`config.mk`:
```
export PLATFORM = sky130hd
export DESIGN_NAME = voice_mixer
export DESIGN_NICKNAME = d
export VERILOG_FILES = /design/src/rtl/synth_pkg.sv /design/src/rtl/channel_level_ramp.sv /design/src/rtl/voice_mixer.sv
export SDC_FILE = /design/constraint.sdc
export NUM_CORES = 1
export LEC_CHECK = 0
export ABC_AREA = 1
export BUFFER_PORTS_ARGS = -buffer_cell sky130_fd_sc_hd__buf_2
export CAP_MARGIN = 20
export CORE_MARGIN = 2
export CORE_UTILIZATION = 55
export CTS_BUF_LIST = sky130_fd_sc_hd__clkbuf_2 sky130_fd_sc_hd__clkbuf_4 sky130_fd_sc_hd__clkbuf_8
export DETAILED_ROUTE_END_ITERATION = 12
export PLACE_DENSITY = 0.76
export SLEW_MARGIN = 5
export SYNTH_ARGS = -nofsm -noshare
export SYNTH_HDL_FRONTEND = slang
export SYNTH_HIERARCHICAL = 1
export SYNTH_SLANG_ARGS = --single-unit
export TNS_END_PERCENT = 5
```
`constraint.sdc`:
```
create_clock -name clk -period 6.2 [get_ports clk]
set_clock_uncertainty 0.05 [all_clocks]
set_input_delay 1.86 -clock clk [delete_from_list [all_inputs] [get_ports clk]]
set_output_delay 1.86 -clock clk [all_outputs]
set_load 0.02 [all_outputs]
```
`src/rtl/synth_pkg.sv`:
```
// Shared types and constants for the voice mixer: FSM state encoding, the
// channel level format (9-bit, 256 = unity gain) and the saturating level step.
package synth_pkg;

    typedef enum logic [1:0] {
        ST_IDLE  = 2'd0,
        ST_ACCUM = 2'd1,
        ST_DONE  = 2'd2
    } mix_state_e;

    localparam int              LEVEL_W     = 9;
    localparam logic [LEVEL_W-1:0] LEVEL_UNITY = 9'd256;

    // Move a level one step toward unity (up) or toward zero, saturating at both ends.
    function automatic logic [LEVEL_W-1:0] level_step(
        input logic [LEVEL_W-1:0] cur,
        input logic               up,
        input logic [LEVEL_W-1:0] step
    );
        logic [LEVEL_W:0] sum;
        sum = {1'b0, cur} + {1'b0, step};
        if (up) begin
            level_step = (sum > {1'b0, LEVEL_UNITY}) ? LEVEL_UNITY : sum[LEVEL_W-1:0];
        end else begin
            level_step = (cur > step) ? (cur - step) : {LEVEL_W{1'b0}};
        end
    endfunction

endpackage

```
`src/rtl/channel_level_ramp.sv`:
```
// One channel's gain level register; steps toward unity or silence once per
// enabled cycle. Only instantiated when MIXER_RAMP_EN is defined.
module channel_level_ramp
    import synth_pkg::*;
#(
    parameter int RAMP_STEP = 4
) (
    input  logic               clk,
    input  logic               rst,
    input  logic               step_en,
    input  logic               target_on,
    output logic [LEVEL_W-1:0] level
);

    logic [LEVEL_W-1:0] level_q;
    logic [LEVEL_W-1:0] level_d;

    // Next level: one saturating step toward the target when stepping.
    always_comb begin
        level_d = level_q;
        if (step_en) begin
            level_d = level_step(level_q, target_on, LEVEL_W'(RAMP_STEP));
        end else begin
            level_d = level_q;
        end
    end

    // Level register with synchronous active-low reset.
    always_ff @(posedge clk) begin
        if (!rst) begin
            level_q <= {LEVEL_W{1'b0}};
        end else begin
            level_q <= level_d;
        end
    end

    assign level = level_q;

endmodule

```
`src/rtl/voice_mixer.sv`:
```
// Sequential N-channel offset-binary mixer: one channel per cycle, clamped output.
// Optional per-channel gain ramping is enabled by defining MIXER_RAMP_EN.
module voice_mixer
    import synth_pkg::*;
#(
    parameter int NUM_CHANNELS = 4,
    parameter int SAMPLE_W     = 11,
    parameter int OUT_W        = 12,
    parameter int RAMP_STEP    = 4
) (
    input  logic                             clk,
    input  logic                             rst,
    input  logic                             start,
    input  logic [NUM_CHANNELS*SAMPLE_W-1:0] samples,
    input  logic [NUM_CHANNELS-1:0]          ena,
    output logic [OUT_W-1:0]                 mix_out,
    output logic                             mix_valid,
    output logic                             clip,
    output logic                             busy
);

    localparam int IDX_W   = (NUM_CHANNELS > 1) ? $clog2(NUM_CHANNELS) : 1;
    // sample * 256 summed over up to 16 channels, plus a guard bit
    localparam int ACC_W   = SAMPLE_W + LEVEL_W + 5;
    localparam int SHIFT   = OUT_W - SAMPLE_W - 1;
    localparam int FRAC_SH = 8;
    localparam int RES_W   = ACC_W + SHIFT + 2;
    localparam logic signed [RES_W-1:0] MID_RES =
        $signed({{(RES_W-OUT_W){1'b0}}, 1'b1, {(OUT_W-1){1'b0}}});
    localparam logic signed [RES_W-1:0] MAX_RES =
        $signed({{(RES_W-OUT_W){1'b0}}, {OUT_W{1'b1}}});

    mix_state_e                       state_q,   state_d;
    logic [IDX_W-1:0]                 idx_q,     idx_d;
    logic signed [ACC_W-1:0]          acc_q,     acc_d;
    logic [NUM_CHANNELS*SAMPLE_W-1:0] samples_q, samples_d;
    logic [NUM_CHANNELS-1:0]          ena_q,     ena_d;
    logic [OUT_W-1:0]                 mix_out_q, mix_out_d;
    logic                             mix_valid_q, mix_valid_d;
    logic                             clip_q,    clip_d;
    logic                             busy_q,    busy_d;

    logic [SAMPLE_W-1:0]     cur_sample_s;
    logic [LEVEL_W-1:0]      cur_level_s;
    logic signed [ACC_W-1:0] centred_ext_s;
    logic signed [ACC_W-1:0] level_ext_s;
    logic signed [ACC_W-1:0] acc_next_s;
    logic signed [RES_W-1:0] acc_wide_s;
    logic signed [RES_W-1:0] res_s;
    logic [OUT_W-1:0]        res_clamped_s;
    logic                    res_clip_s;

`ifdef MIXER_RAMP_EN
    logic [LEVEL_W-1:0] level_arr_s [NUM_CHANNELS];

    for (genvar g = 0; g < NUM_CHANNELS; g++) begin : g_ramp
        channel_level_ramp #(
            .RAMP_STEP (RAMP_STEP)
        ) u_ramp (
            .clk       (clk),
            .rst       (rst),
            .step_en   (state_q == ST_DONE),
            .target_on (ena_q[g]),
            .level     (level_arr_s[g])
        );
    end
`endif

    // Select the current channel's snapshot sample and its gain level.
    always_comb begin
        cur_sample_s = {SAMPLE_W{1'b0}};
        cur_level_s  = {LEVEL_W{1'b0}};
        for (int i = 0; i < NUM_CHANNELS; i++) begin
            cur_sample_s = (idx_q == IDX_W'(i)) ? samples_q[i*SAMPLE_W +: SAMPLE_W] : cur_sample_s;
`ifdef MIXER_RAMP_EN
            cur_level_s  = (idx_q == IDX_W'(i)) ? level_arr_s[i] : cur_level_s;
`else
            cur_level_s  = (idx_q == IDX_W'(i)) ? (ena_q[i] ? LEVEL_UNITY : {LEVEL_W{1'b0}})
                                                : cur_level_s;
`endif
        end
    end

    // Accumulate centred sample * level and form the clamped output word.
    always_comb begin
        // flipping the MSB turns offset binary into two's complement
        centred_ext_s = $signed({{(ACC_W-SAMPLE_W+1){~cur_sample_s[SAMPLE_W-1]}},
                                 cur_sample_s[SAMPLE_W-2:0]});
        level_ext_s   = $signed({{(ACC_W-LEVEL_W){1'b0}}, cur_level_s});
        acc_next_s    = acc_q + centred_ext_s * level_ext_s;
        acc_wide_s    = $signed({{(RES_W-ACC_W){acc_next_s[ACC_W-1]}}, acc_next_s});
        res_s         = ((acc_wide_s >>> FRAC_SH) <<< SHIFT) + MID_RES;
        if (res_s[RES_W-1]) begin
            res_clamped_s = {OUT_W{1'b0}};
            res_clip_s    = 1'b1;
        end else if (res_s > MAX_RES) begin
            res_clamped_s = {OUT_W{1'b1}};
            res_clip_s    = 1'b1;
        end else begin
            res_clamped_s = res_s[OUT_W-1:0];
            res_clip_s    = 1'b0;
        end
    end

    // FSM next-state and registered output computation.
    always_comb begin
        state_d     = state_q;
        idx_d       = idx_q;
        acc_d       = acc_q;
        samples_d   = samples_q;
        ena_d       = ena_q;
        mix_out_d   = mix_out_q;
        mix_valid_d = 1'b0;
        clip_d      = clip_q;
        busy_d      = busy_q;
        case (state_q)
            ST_IDLE: begin
                if (start) begin
                    state_d   = ST_ACCUM;
                    idx_d     = {IDX_W{1'b0}};
                    acc_d     = {ACC_W{1'b0}};
                    samples_d = samples;
                    ena_d     = ena;
                    busy_d    = 1'b1;
                end else begin
                    state_d   = ST_IDLE;
                end
            end
            ST_ACCUM: begin
                acc_d = acc_next_s;
                // the result is registered on entry to DONE so the pulse lines up with DONE
                if (idx_q == IDX_W'(NUM_CHANNELS - 1)) begin
                    state_d     = ST_DONE;
                    mix_out_d   = res_clamped_s;
                    clip_d      = res_clip_s;
                    mix_valid_d = 1'b1;
                end else begin
                    idx_d = idx_q + IDX_W'(1);
                end
            end
            ST_DONE: begin
                state_d = ST_IDLE;
                busy_d  = 1'b0;
            end
            default: begin
                state_d = ST_IDLE;
                busy_d  = 1'b0;
            end
        endcase
    end

    // State and output registers with synchronous active-low reset.
    always_ff @(posedge clk) begin
        if (!rst) begin
            state_q     <= ST_IDLE;
            idx_q       <= {IDX_W{1'b0}};
            acc_q       <= {ACC_W{1'b0}};
            samples_q   <= {(NUM_CHANNELS*SAMPLE_W){1'b0}};
            ena_q       <= {NUM_CHANNELS{1'b0}};
            mix_out_q   <= {1'b1, {(OUT_W-1){1'b0}}};
            mix_valid_q <= 1'b0;
            clip_q      <= 1'b0;
            busy_q      <= 1'b0;
        end else begin
            state_q     <= state_d;
            idx_q       <= idx_d;
            acc_q       <= acc_d;
            samples_q   <= samples_d;
            ena_q       <= ena_d;
            mix_out_q   <= mix_out_d;
            mix_valid_q <= mix_valid_d;
            clip_q      <= clip_d;
            busy_q      <= busy_d;
        end
    end

    assign mix_out   = mix_out_q;
    assign mix_valid = mix_valid_q;
    assign clip      = clip_q;
    assign busy      = busy_q;

endmodule

```
After elaboration in Yosys (flattened, before gate mapping)
Cells that the tools add are included.
{"block": "classes", "add_sub_neg": 3, "mul": 1, "n_lt_le_gt_ge": 1, "n_eq_ne": 7, "n_mux": 27, "bitwise_logic": 2, "reduce_logical": 9}
{"operator": "9-bit 2-to-1 mux", "count": 8}
{"operator": "25-bit one-hot mux with 2 select lines", "count": 1}
{"operator": "11-bit 2-to-1 mux", "count": 4}
{"operator": "25-bit by 21-bit adder with 25-bit output", "count": 1}
{"operator": "25-bit 2-to-1 mux", "count": 1}
{"operator": "12-bit 2-to-1 mux", "count": 2}
{"operator": "11-bit by 10-bit multiplier with 21-bit output", "count": 1}
{"operator": "17-bit by 13-bit adder with 18-bit output, second input constant", "count": 1}
{"operator": "18-bit by 13-bit > comparator with 1-bit output, second input constant", "count": 1}
{"operator": "2-bit AND reduction", "count": 5}
{"operator": "2-bit one-hot mux with 2 select lines", "count": 2}
{"operator": "2-bit 2-to-1 mux", "count": 3}
{"operator": "2-bit != test, second input constant", "count": 3}
{"operator": "1-bit 2-to-1 mux", "count": 5}
{"operator": "2-bit by 1-bit == test with 1-bit output, second input constant", "count": 2}
{"operator": "2-bit == test, second input constant", "count": 2}
{"operator": "2-bit logical NOT", "count": 2}
{"operator": "3-bit AND reduction", "count": 1}
{"operator": "2-bit by 1-bit adder with 2-bit output, second input constant", "count": 1}
{"operator": "1-bit inverter", "count": 2}
{"operator": "1-bit one-hot mux with 2 select lines", "count": 1}
{"operator": "2-bit nonzero test", "count": 1}
{"block": "totals", "ff_bits": 92, "in_bits": 51, "out_inout_bits": 15, "elab_cells": 59}

Logic depth before layout (Yosys ltp)
Gate-level depths: netlist of the first run.
{"block": "logic_depth", "ltp_word": 12, "ltp_mapped": 31, "ltp_nobuf": 30}

Least setup slack after synthesis of the first run
Ideal clock, no wire load.
{"block": "synth_timing", "path_kind": "reg2reg", "from": "register idx_q[1]", "to": "register mix_out_q[6], in the netlist mix_out[6]", "setup_time_ns": 0.136, "t_arrival_ns": 3.932, "required_ns": 6.014, "setup_slack_ns": 2.082, "stages_incl_launch_ff": 29, "n_path_buf": 2, "period_less_slack_ns": 4.118, "cell_sequence": "dfxtp_1 -> inv_1 -> ha_1 -> inv_2 -> nand3_1 -> nand3_1 -> nand2_1 -> nand2_1 -> clkbuf_1 -> o21ai_0 -> nor2_1 -> ha_1 -> ha_1 -> ha_1 -> fa_1 -> nand3_2 -> nand3_2 -> nand2_2 -> nand2_2 -> ha_1 -> nand3_1 -> nand2_1 -> nor2_1 -> nand3_4 -> nor2_8 -> buf_12 -> nand3_2 -> nand2_2 -> a21oi_2"}
{"block": "synth_between", "elab_chain_cells": 12, "word_cells_on_any_way": 20, "classes_between": "add/sub (2); mul (1); order compare (1); eq/ne (3); mux (10); bitwise (1); reduce/logical (2)"}
{"item": "start, declared", "line": "voice_mixer.sv:34", "rtl": "logic [IDX_W-1:0] idx_q, idx_d;"}
{"item": "start signal, assigned", "line": "voice_mixer.sv:156", "rtl": "idx_q <= {IDX_W{1'b0}};"}
{"item": "start signal, assigned", "line": "voice_mixer.sv:166", "rtl": "idx_q <= idx_d;"}
{"item": "2-bit logical NOT", "line": "voice_mixer.sv:74, voice_mixer.sv:78"}
{"item": "11-bit 2-to-1 mux (4 in series)", "line": "voice_mixer.sv:74", "rtl": "cur_sample_s = (idx_q == IDX_W'(i)) ? samples_q[i*SAMPLE_W +: SAMPLE_W] : cur_sample_s;"}
{"item": "1-bit inverter", "line": "voice_mixer.sv:87", "rtl": "centred_ext_s = $signed({{(ACC_W-SAMPLE_W+1){~cur_sample_s[SAMPLE_W-1]}},"}
{"item": "11-bit by 10-bit multiplier with 21-bit output", "line": "voice_mixer.sv:90", "rtl": "acc_next_s = acc_q + centred_ext_s * level_ext_s;"}
{"item": "25-bit by 21-bit adder with 25-bit output", "line": "voice_mixer.sv:90"}
{"item": "17-bit by 13-bit adder with 18-bit output", "line": "voice_mixer.sv:92", "rtl": "res_s = ((acc_wide_s >>> FRAC_SH) <<< SHIFT) + MID_RES;"}
{"item": "18-bit by 13-bit > comparator with 1-bit output", "line": "voice_mixer.sv:96", "rtl": "end else if (res_s > MAX_RES) begin"}
{"item": "12-bit 2-to-1 mux", "line": "voice_mixer.sv:96"}
{"item": "12-bit 2-to-1 mux", "line": "voice_mixer.sv:93", "rtl": "if (res_s[RES_W-1]) begin"}
{"item": "end signal, assigned", "line": "voice_mixer.sv:160", "rtl": "mix_out_q <= {1'b1, {(OUT_W-1){1'b0}}};"}
{"item": "end signal, assigned", "line": "voice_mixer.sv:170", "rtl": "mix_out_q <= mix_out_d;"}
{"item": "end, declared", "line": "voice_mixer.sv:38", "rtl": "logic [OUT_W-1:0] mix_out_q, mix_out_d;"}
Several ways; a longest one is shown, not always the timed one.
A chain may end at the register's enable or synchronous reset.

Final worst setup path of the first run
{"block": "layout_timing", "from": "register idx_q[0]", "to": "register mix_out_q[0], in the netlist mix_out[0]"}
The elaborated chain is that of the path after synthesis.

==> results.toml, run 1 <==
[cells_and_area]
area_delta_synth_final_pct = 10.5
fillers = 836
layout.cells.most_common_list = "138 x sky130_fd_sc_hd__nand2_1, 129 x sky130_fd_sc_hd__nor2_1, 84 x sky130_fd_sc_hd__dfxtp_1"
final_cell_area_um2 = 5690
layout.nets = 872
drive_gt1_frac = 0.201
layout.cells.most_common = "sky130_fd_sc_hd__nand2_1"
antenna_diode_instance_count = 0

[synthesis]
synthSimpleGateAreaFrac = 0.324
post_synth_mux_area_share = 0
post-synth-top-area-cell = "sky130_fd_sc_hd__dfxtp_1"
synth.top_cell.area_share = 0.327
synth_instances = 727
synth.distinct_cells = 40
asyncSetResetFlopFracSynth = 0
yosys_most_used_dff = "sky130_fd_sc_hd__dfxtp_1"
compound_cell_area_share_of_the_yosys_netlist = 0.142
ys_top_cells_by_area = "sky130_fd_sc_hd__dfxtp_1 33%, sky130_fd_sc_hd__ha_1 11%, sky130_fd_sc_hd__nand2_1 10%"
avgSynthCellArea_um2 = 7.08
postSynthNetCount = 824
count_of_state_elements_after_synthesis = 84
number_of_flops_mapped_to_enable_cells_by_yosys = 0
synth_fa_ha_area_frac = 0.113
syn-cell-area_um2 = 5150
xor_and_xnor_fraction_of_the_mapped_netlist_area = 0.0153
synthesis.yosys.warnings = 6
register_area_share_after_synthesis = 0.327
synth_top_family_by_area = "simple AND/OR/NAND/NOR gates"

[global_routing]
antenna_violations_before_repair = 0
grt_pass1_vias = 4511
first_pass_grt_wire_length_mm = 20.6
grt_use_met2 = 0.397
top_usage_layer = "met2"
globalRouteTotalUtil = 0.250
global_route.usage.met3 = 0.0444
pin_count_of_the_biggest_net_entering_global_routing = 52
gr-total-overflow = 0
groute.layer.met1.usage = 0.343

[place]
placement.io_buffers = 65
placement.cell_area_um2 = 5480
detailedPlace.worstSlack_ns = 1.11
place.gp.congestion = 0.894
post-dp-hpwl_mm = 9.21

[sta]
setup_violations = 0
fmax_achieved_mhz = 194
slew_headroom = 0.520
final.period_utilization = 0.833
min_period_ns = 5.16
report.final.hold_viol_count = 0
grt_setup_unrepaired = "no"
final.setup.tns_ns = 0
max_slew.worst_pin.slew_ns = 0.720
setup_slack_ns = 1.04
maxSlewViolCount = 0

[die]
die_w_um = 101
die_area_um2 = 10200
die_h_um = 101
ioPinCount = 66
floorplan.initialDensity = 0.563
placeableCoreArea_um2 = 9150
floorplan.rows = 35

[worst_hold_path]
hp-class = "reg2reg"
worst_min_path_start = "busy$_SDFFE_PN0P_"

[setup_path]
timing.critical_path.max_delay_family = "simple AND/OR/NAND/NOR gates"
path_cells = "inv_1 > ha_1 > inv_1 > nand3_1 > nand2_1 > nand2_1 > o21ai_0 > nor2_1 > ha_1 > ha_1 > ha_1 > fa_1 > nand3_1 > nand3_1 > nand4_2 > nand4_1 > nand2_2 > nand2_2 > nor2_2 > nor2_1 > nor2_2 > nand2_1 > a21oi_1"
critical-path-top-cell-by-count = "sky130_fd_sc_hd__ha_1"
worst_path_bufs_invs = 2
critical_path.startpoint_type = "flip-flop"
criticalPathCategory = "reg2reg"
cp_data_required_time_ns = 6.44
crit_start = "idx_q[0]$_SDFFE_PN0P_"
critical_path.reg2reg.startpoint = "idx_q[0]$_SDFFE_PN0P_"
cp_data_arrival_time_ns = 5.40
end_kind = "flip-flop"
critical_path.max_fanout = 21
slowest_delay_ns = 0.60
worst_path_max_delay_cell = "sky130_fd_sc_hd__ha_1"

[clock_network]
tritoncts = "yes"
cts_buffer_depth = 2
clk_root_buffer_cell = "sky130_fd_sc_hd__clkbuf_8"
cts_setup_buffers = 0
cts_resized = 0
holdBufCountCts = 0
worst_skew_pair.late_latency_ns = 0.36
number_of_buffers_created_by_cts = 9
cts_max_level = 3
clock_edge_transition_at_the_registers_on_the_reported_setup_and_hold_paths_ns = 0.09
clkSinkCount = 84

[detailed_routing]
firstDrtPassIters = 5
avgRoutedWirePerCell_um = 13.9
dr_total_vias = 4792
post_drt_via_cell_ratio = 5.38
number_of_violations_reported_at_the_end_of_detailed_routing_iteration_0 = 219
drt.antenna.violating_nets = 0
drt-total-wl_mm = 12.3
drcViolationCount = 0

[power_and_ir_drop]
powerDensity_nw_per_um2 = 225
peakVddDrop_mv = 0.131
power.leakage_nw = 2.80

[run_status]
run_status = "complete, no violations"

[run]
max_cap_violations = 0
## layer usage
| layer | up-vias | part of all wire | routed length [um] |
|---|---|---|---|
| met2 | 145 | 0.45 | 5580 |
| li1 | 2455 | - | - |
| met3 | 27 | 0.048 | 587 |
| met4 | 0 | 0.026 | 322 |
| met5 | - | 0 | 0 |
| met1 | 2165 | 0.47 | 5860 |
## area by class of cell
cell class,instances,area [um2],area share
clock inverters,7,58.8,0.0103
flip-flops and latches,84,1680,0.296
well taps,111,139,0.0244
multi-input cells,546,3070,0.539
repair buffers,69,375,0.0660
clock buffers,9,124,0.0218
inverters,65,244,0.0429
## cell usage after synthesis (3+ instances only)
| master | n |
|---|---|
| sky130_fd_sc_hd__a211oi_1 | 8 |
| sky130_fd_sc_hd__nand2_1 | 138 |
| sky130_fd_sc_hd__a21oi_2 | 11 |
| sky130_fd_sc_hd__clkbuf_1 | 27 |
| sky130_fd_sc_hd__inv_2 | 4 |
| sky130_fd_sc_hd__clkinv_1 | 3 |
| sky130_fd_sc_hd__ha_1 | 45 |
| sky130_fd_sc_hd__xnor2_1 | 3 |
| sky130_fd_sc_hd__a21oi_1 | 41 |
| sky130_fd_sc_hd__o21ai_0 | 61 |
| sky130_fd_sc_hd__o21ai_1 | 3 |
| sky130_fd_sc_hd__nand3_1 | 28 |
| sky130_fd_sc_hd__nand4_1 | 8 |
| sky130_fd_sc_hd__nand3_2 | 17 |
| sky130_fd_sc_hd__nand2_2 | 25 |
| sky130_fd_sc_hd__nor2_1 | 130 |
| sky130_fd_sc_hd__dfxtp_1 | 84 |
| sky130_fd_sc_hd__inv_1 | 58 |
| sky130_fd_sc_hd__nor2_2 | 4 |
| sky130_fd_sc_hd__xor2_1 | 6 |
## cell families (layout without fill, tap and decap cells)
| group | Yosys count | in the layout |
|---|---|---|
| XOR/XNOR | 9 | 9 |
| flip-flops | 84 | 84 |
| AO/OA/AOI/OAI | 130 | 130 |
| AND/OR/NAND/NOR | 361 | 361 |
| adder cells (fa/ha/maj) | 46 | 46 |
| buffers and inverters | 97 | 150 |
## through the flow
step           total power [W]  hold slack (ns)  instances   util
2_1_floorplan         0.000859            0.379        727      -
4_1_cts                0.00129            0.422        890  0.618
6_report               0.00128            0.424        891  0.621
3_3_place_gp          0.000908            0.402        874  0.598
3_5_place_dp          0.000917            0.408        874  0.598
5_1_grt                0.00136            0.436        891  0.621
## power breakdown
part	total, W	switching, W	leakage, nW	internal [W]
Sequential	0.000590	0.0000183	0.689	0.000571
Combinational	0.000322	0.000211	2.01	0.000110
Clock	0.000371	0.000218	0.0925	0.000153
Total	0.00128	0.000448	2.80	0.000834
## flip-flops by register name, indices dropped and copies added (netlist names)
register   count
acc_q         17
busy           1
clip           1
ena_q          4
idx_q          2
mix_out       12
mix_valid      1
samples_q     44
state_q        2
## worst register-to-register path: stages, from the launching register on
cell                      delay, ns
sky130_fd_sc_hd__dfxtp_1       0.36
sky130_fd_sc_hd__inv_1         0.10
sky130_fd_sc_hd__ha_1          0.60
sky130_fd_sc_hd__inv_1         0.20
sky130_fd_sc_hd__nand3_1       0.14
sky130_fd_sc_hd__nand2_1       0.05
sky130_fd_sc_hd__nand2_1       0.31
sky130_fd_sc_hd__o21ai_0       0.19
sky130_fd_sc_hd__nor2_1        0.14
sky130_fd_sc_hd__ha_1          0.25
sky130_fd_sc_hd__ha_1          0.30
sky130_fd_sc_hd__ha_1          0.25
sky130_fd_sc_hd__fa_1          0.47
sky130_fd_sc_hd__nand3_1       0.12
sky130_fd_sc_hd__nand3_1       0.12
sky130_fd_sc_hd__nand4_2       0.12
sky130_fd_sc_hd__nand4_1       0.12
sky130_fd_sc_hd__nand2_2       0.15
sky130_fd_sc_hd__nand2_2       0.08
sky130_fd_sc_hd__nor2_2        0.09
sky130_fd_sc_hd__nor2_1        0.05
sky130_fd_sc_hd__nor2_2        0.52
sky130_fd_sc_hd__nand2_1       0.14
sky130_fd_sc_hd__a21oi_1       0.16
## worst paths after layout
| check | endpoint | slack [ns] | cells past startpoint |
|---|---|---|---|
| min reg2reg | busy$_SDFFE_PN0P_ | 0.42 | 2 |
| min | busy$_SDFFE_PN0P_ | 0.42 | 2 |
| max | mix_out[0]$_SDFFE_PN0P_ | 1.04 | 23 |
| max reg2reg | mix_out[0]$_SDFFE_PN0P_ | 1.04 | 23 |
Note: power is estimated with default switching activity, not from simulation.
==> inputs of run 2 (changes only) <==
==> constraint.sdc (replaced) <==
create_clock -name clk -period 5.3 [get_ports clk]
set_clock_uncertainty 0.05 [all_clocks]
set_input_delay 1.59 -clock clk [delete_from_list [all_inputs] [get_ports clk]]
set_output_delay 1.59 -clock clk [all_outputs]
set_load 0.02 [all_outputs]
==> run 2 against run 1 <==
Worst hold slack got worse by 0.0029 ns. Wire length grew 3.0%. Combinational power rose by 18%. First-iteration DRC count rose by 13%. Via count rose by 1.5%. Critical path depth up 3. Die area unchanged. Largest power group unchanged. Maximum frequency increased by 6.0%.
==> results.toml, run 2 (same netlist as run 1, synthesis figures left out) <==
[cells_and_area]
antenna_diode_instance_count = 0
most_flops_register = "samples_q"
drive_gt1_frac = 0.206
area_delta_synth_final_pct = 12.0
layout.nets = 875
fillers = 822
layout.cells.most_common = "sky130_fd_sc_hd__nand2_1"
largest_register_ffs = 44
layout.cells.most_common_list = "138 x sky130_fd_sc_hd__nand2_1, 129 x sky130_fd_sc_hd__nor2_1, 84 x sky130_fd_sc_hd__dfxtp_1"

[setup_path]
criticalPathCategory = "reg2reg"
worst-r2r-cell-count = 26
critical_path.startpoint_type = "flip-flop"
cp_data_required_time_ns = 5.48
slowest_delay_ns = 0.48
cp_data_arrival_time_ns = 5.05
worst_path_max_delay_cell = "sky130_fd_sc_hd__fa_1"
critical_path.max_fanout = 13
end_kind = "flip-flop"

[detailed_routing]
avgRoutedWirePerCell_um = 14.2
firstDrtPassIters = 5
number_of_violations_reported_at_the_end_of_detailed_routing_iteration_0 = 247
drt-total-wl_mm = 12.7
drcViolationCount = 0
drt.antenna.violating_nets = 0
post_drt_via_cell_ratio = 5.44
dr_total_vias = 4863

[die]
die_w_um = 101
ioPinCount = 66
die_h_um = 101
floorplan.rows = 35
die_area_um2 = 10200
floorplan.initialDensity = 0.563
placeableCoreArea_um2 = 9150

[power_and_ir_drop]
powerDensity_nw_per_um2 = 287
netSwitchingFraction = 0.323
power.combinational.fraction = 0.229
clock_power_share = 0.354
p_int_w = 0.00112
peakVddDrop_mv = 0.166
sequentialPowerShare = 0.417
netSwitchingPower_w = 0.000535
power.leakage_nw = 2.84

[global_routing]
gr-total-overflow = 0
pin_count_of_the_biggest_net_entering_global_routing = 52
antenna_violations_before_repair = 0
first_pass_grt_wire_length_mm = 21.0
globalRouteTotalUtil = 0.259
grt_pass1_vias = 4528

[sta]
min_period_ns = 4.87
fmax_achieved_mhz = 205
grt_setup_unrepaired = "no"
maxSlewViolCount = 0
final.period_utilization = 0.919
setup_violations = 0
slew_headroom = 0.485
final.setup.tns_ns = 0
final.hold.worst_slack_ns = 0.421
report.final.hold_viol_count = 0
max_slew.worst_pin.slew_ns = 0.767

[clock_network]
clkSinkCount = 84
cts_max_level = 3
number_of_buffers_created_by_cts = 9
clock_edge_transition_at_the_registers_on_the_reported_setup_and_hold_paths_ns = 0.09
clk_root_buffer_cell = "sky130_fd_sc_hd__clkbuf_8"
worst_skew_pair.late_latency_ns = 0.37
cts_buffer_depth = 2
tritoncts = "yes"

[run_status]
run_status = "complete, no violations"

[place]
place.gp.congestion = 0.924
post-dp-hpwl_mm = 9.38
placement.io_buffers = 65

[worst_hold_path]
hp-class = "reg2reg"
hold-path-cell-count = 2

[run]
max_cap_violations = 0
[run 2: cell count changes in the layout (fill, tap and decap cells not counted), sizes merged]
cell / before / now
bufinv: 0 / 3
clkinv: 5 / 3
buf: 69 / 72
clkinvlp: 1 / 0
[run 2: per-layer routing]
layer,vias up,share of wire,global-route usage
li1,2461,-,-
met1,2224,0.46,0.339
met2,153,0.47,0.431
met3,25,0.052,0.0458
met4,0,0.020,0.0832
met5,-,0,0
[run 2: power groups by stage]
stage	combinational [W]	sequential [W]	clock, W
floorplan	0.000308	0.000697	0
global placement	0.000359	0.000703	0
detailed placement	0.000373	0.000704	0
CTS	0.000377	0.000690	0.000590
global route	0.000424	0.000694	0.000618
finish	0.000379	0.000690	0.000586
[run 2: repair_timing]
action                                  in CTS  in global routing
hold buffers                                 0                  0
endpoints found under the setup margin       0                 13
setup buffers                                0                  0
gates resized for setup                      0                  1
[run 2: worst max-delay path, delay by kind of cell (launching register included)]
family,cells,cell delay [ns]
DFF,1,0.39
and+or+nand+nor,16,1.99
buffers and inverters,2,0.28
AOI/OAI and AO/OA,2,0.21
adders and majority gates,6,1.81
[run 2: layout make-up]
class	count	area [um2]	share of cell area
clock buffers	9	124	0.0215
clock inverters	7	130	0.0226
multi-input cells	546	3070	0.532
flip-flops and latches	84	1680	0.292
well taps	111	139	0.0241
repair buffers	72	378	0.0656
inverters	65	244	0.0423
[run 2: path summary, 6_finish.rpt]
| check | end | from | slack [ns] |
|---|---|---|---|
| worst max-delay path | mix_out[0]$_SDFFE_PN0P_ | idx_q[1]$_SDFFE_PN0P_ | 0.43 |
| worst min-delay path | mix_out[1]$_SDFFE_PN0P_ | mix_out[1]$_SDFFE_PN0P_ | 0.42 |
| worst max register to register | mix_out[0]$_SDFFE_PN0P_ | idx_q[1]$_SDFFE_PN0P_ | 0.43 |
| worst min register to register | mix_out[1]$_SDFFE_PN0P_ | mix_out[1]$_SDFFE_PN0P_ | 0.42 |
[run 2: through the flow]
| step | std cells | instance area (um2) | utilization | power, W | setup slack, ns |
|---|---|---|---|---|---|
| floorplan | 727 | 5150 | - | 0.00100 | 1.18 |
| global placement | 878 | 5510 | 0.602 | 0.00106 | 0.589 |
| detailed placement | 878 | 5510 | 0.602 | 0.00108 | 0.390 |
| CTS | 894 | 5760 | 0.630 | 0.00166 | 0.330 |
| global route | 894 | 5760 | 0.630 | 0.00174 | 0.0515 |
| finish | 894 | 5760 | 0.630 | 0.00166 | 0.428 |
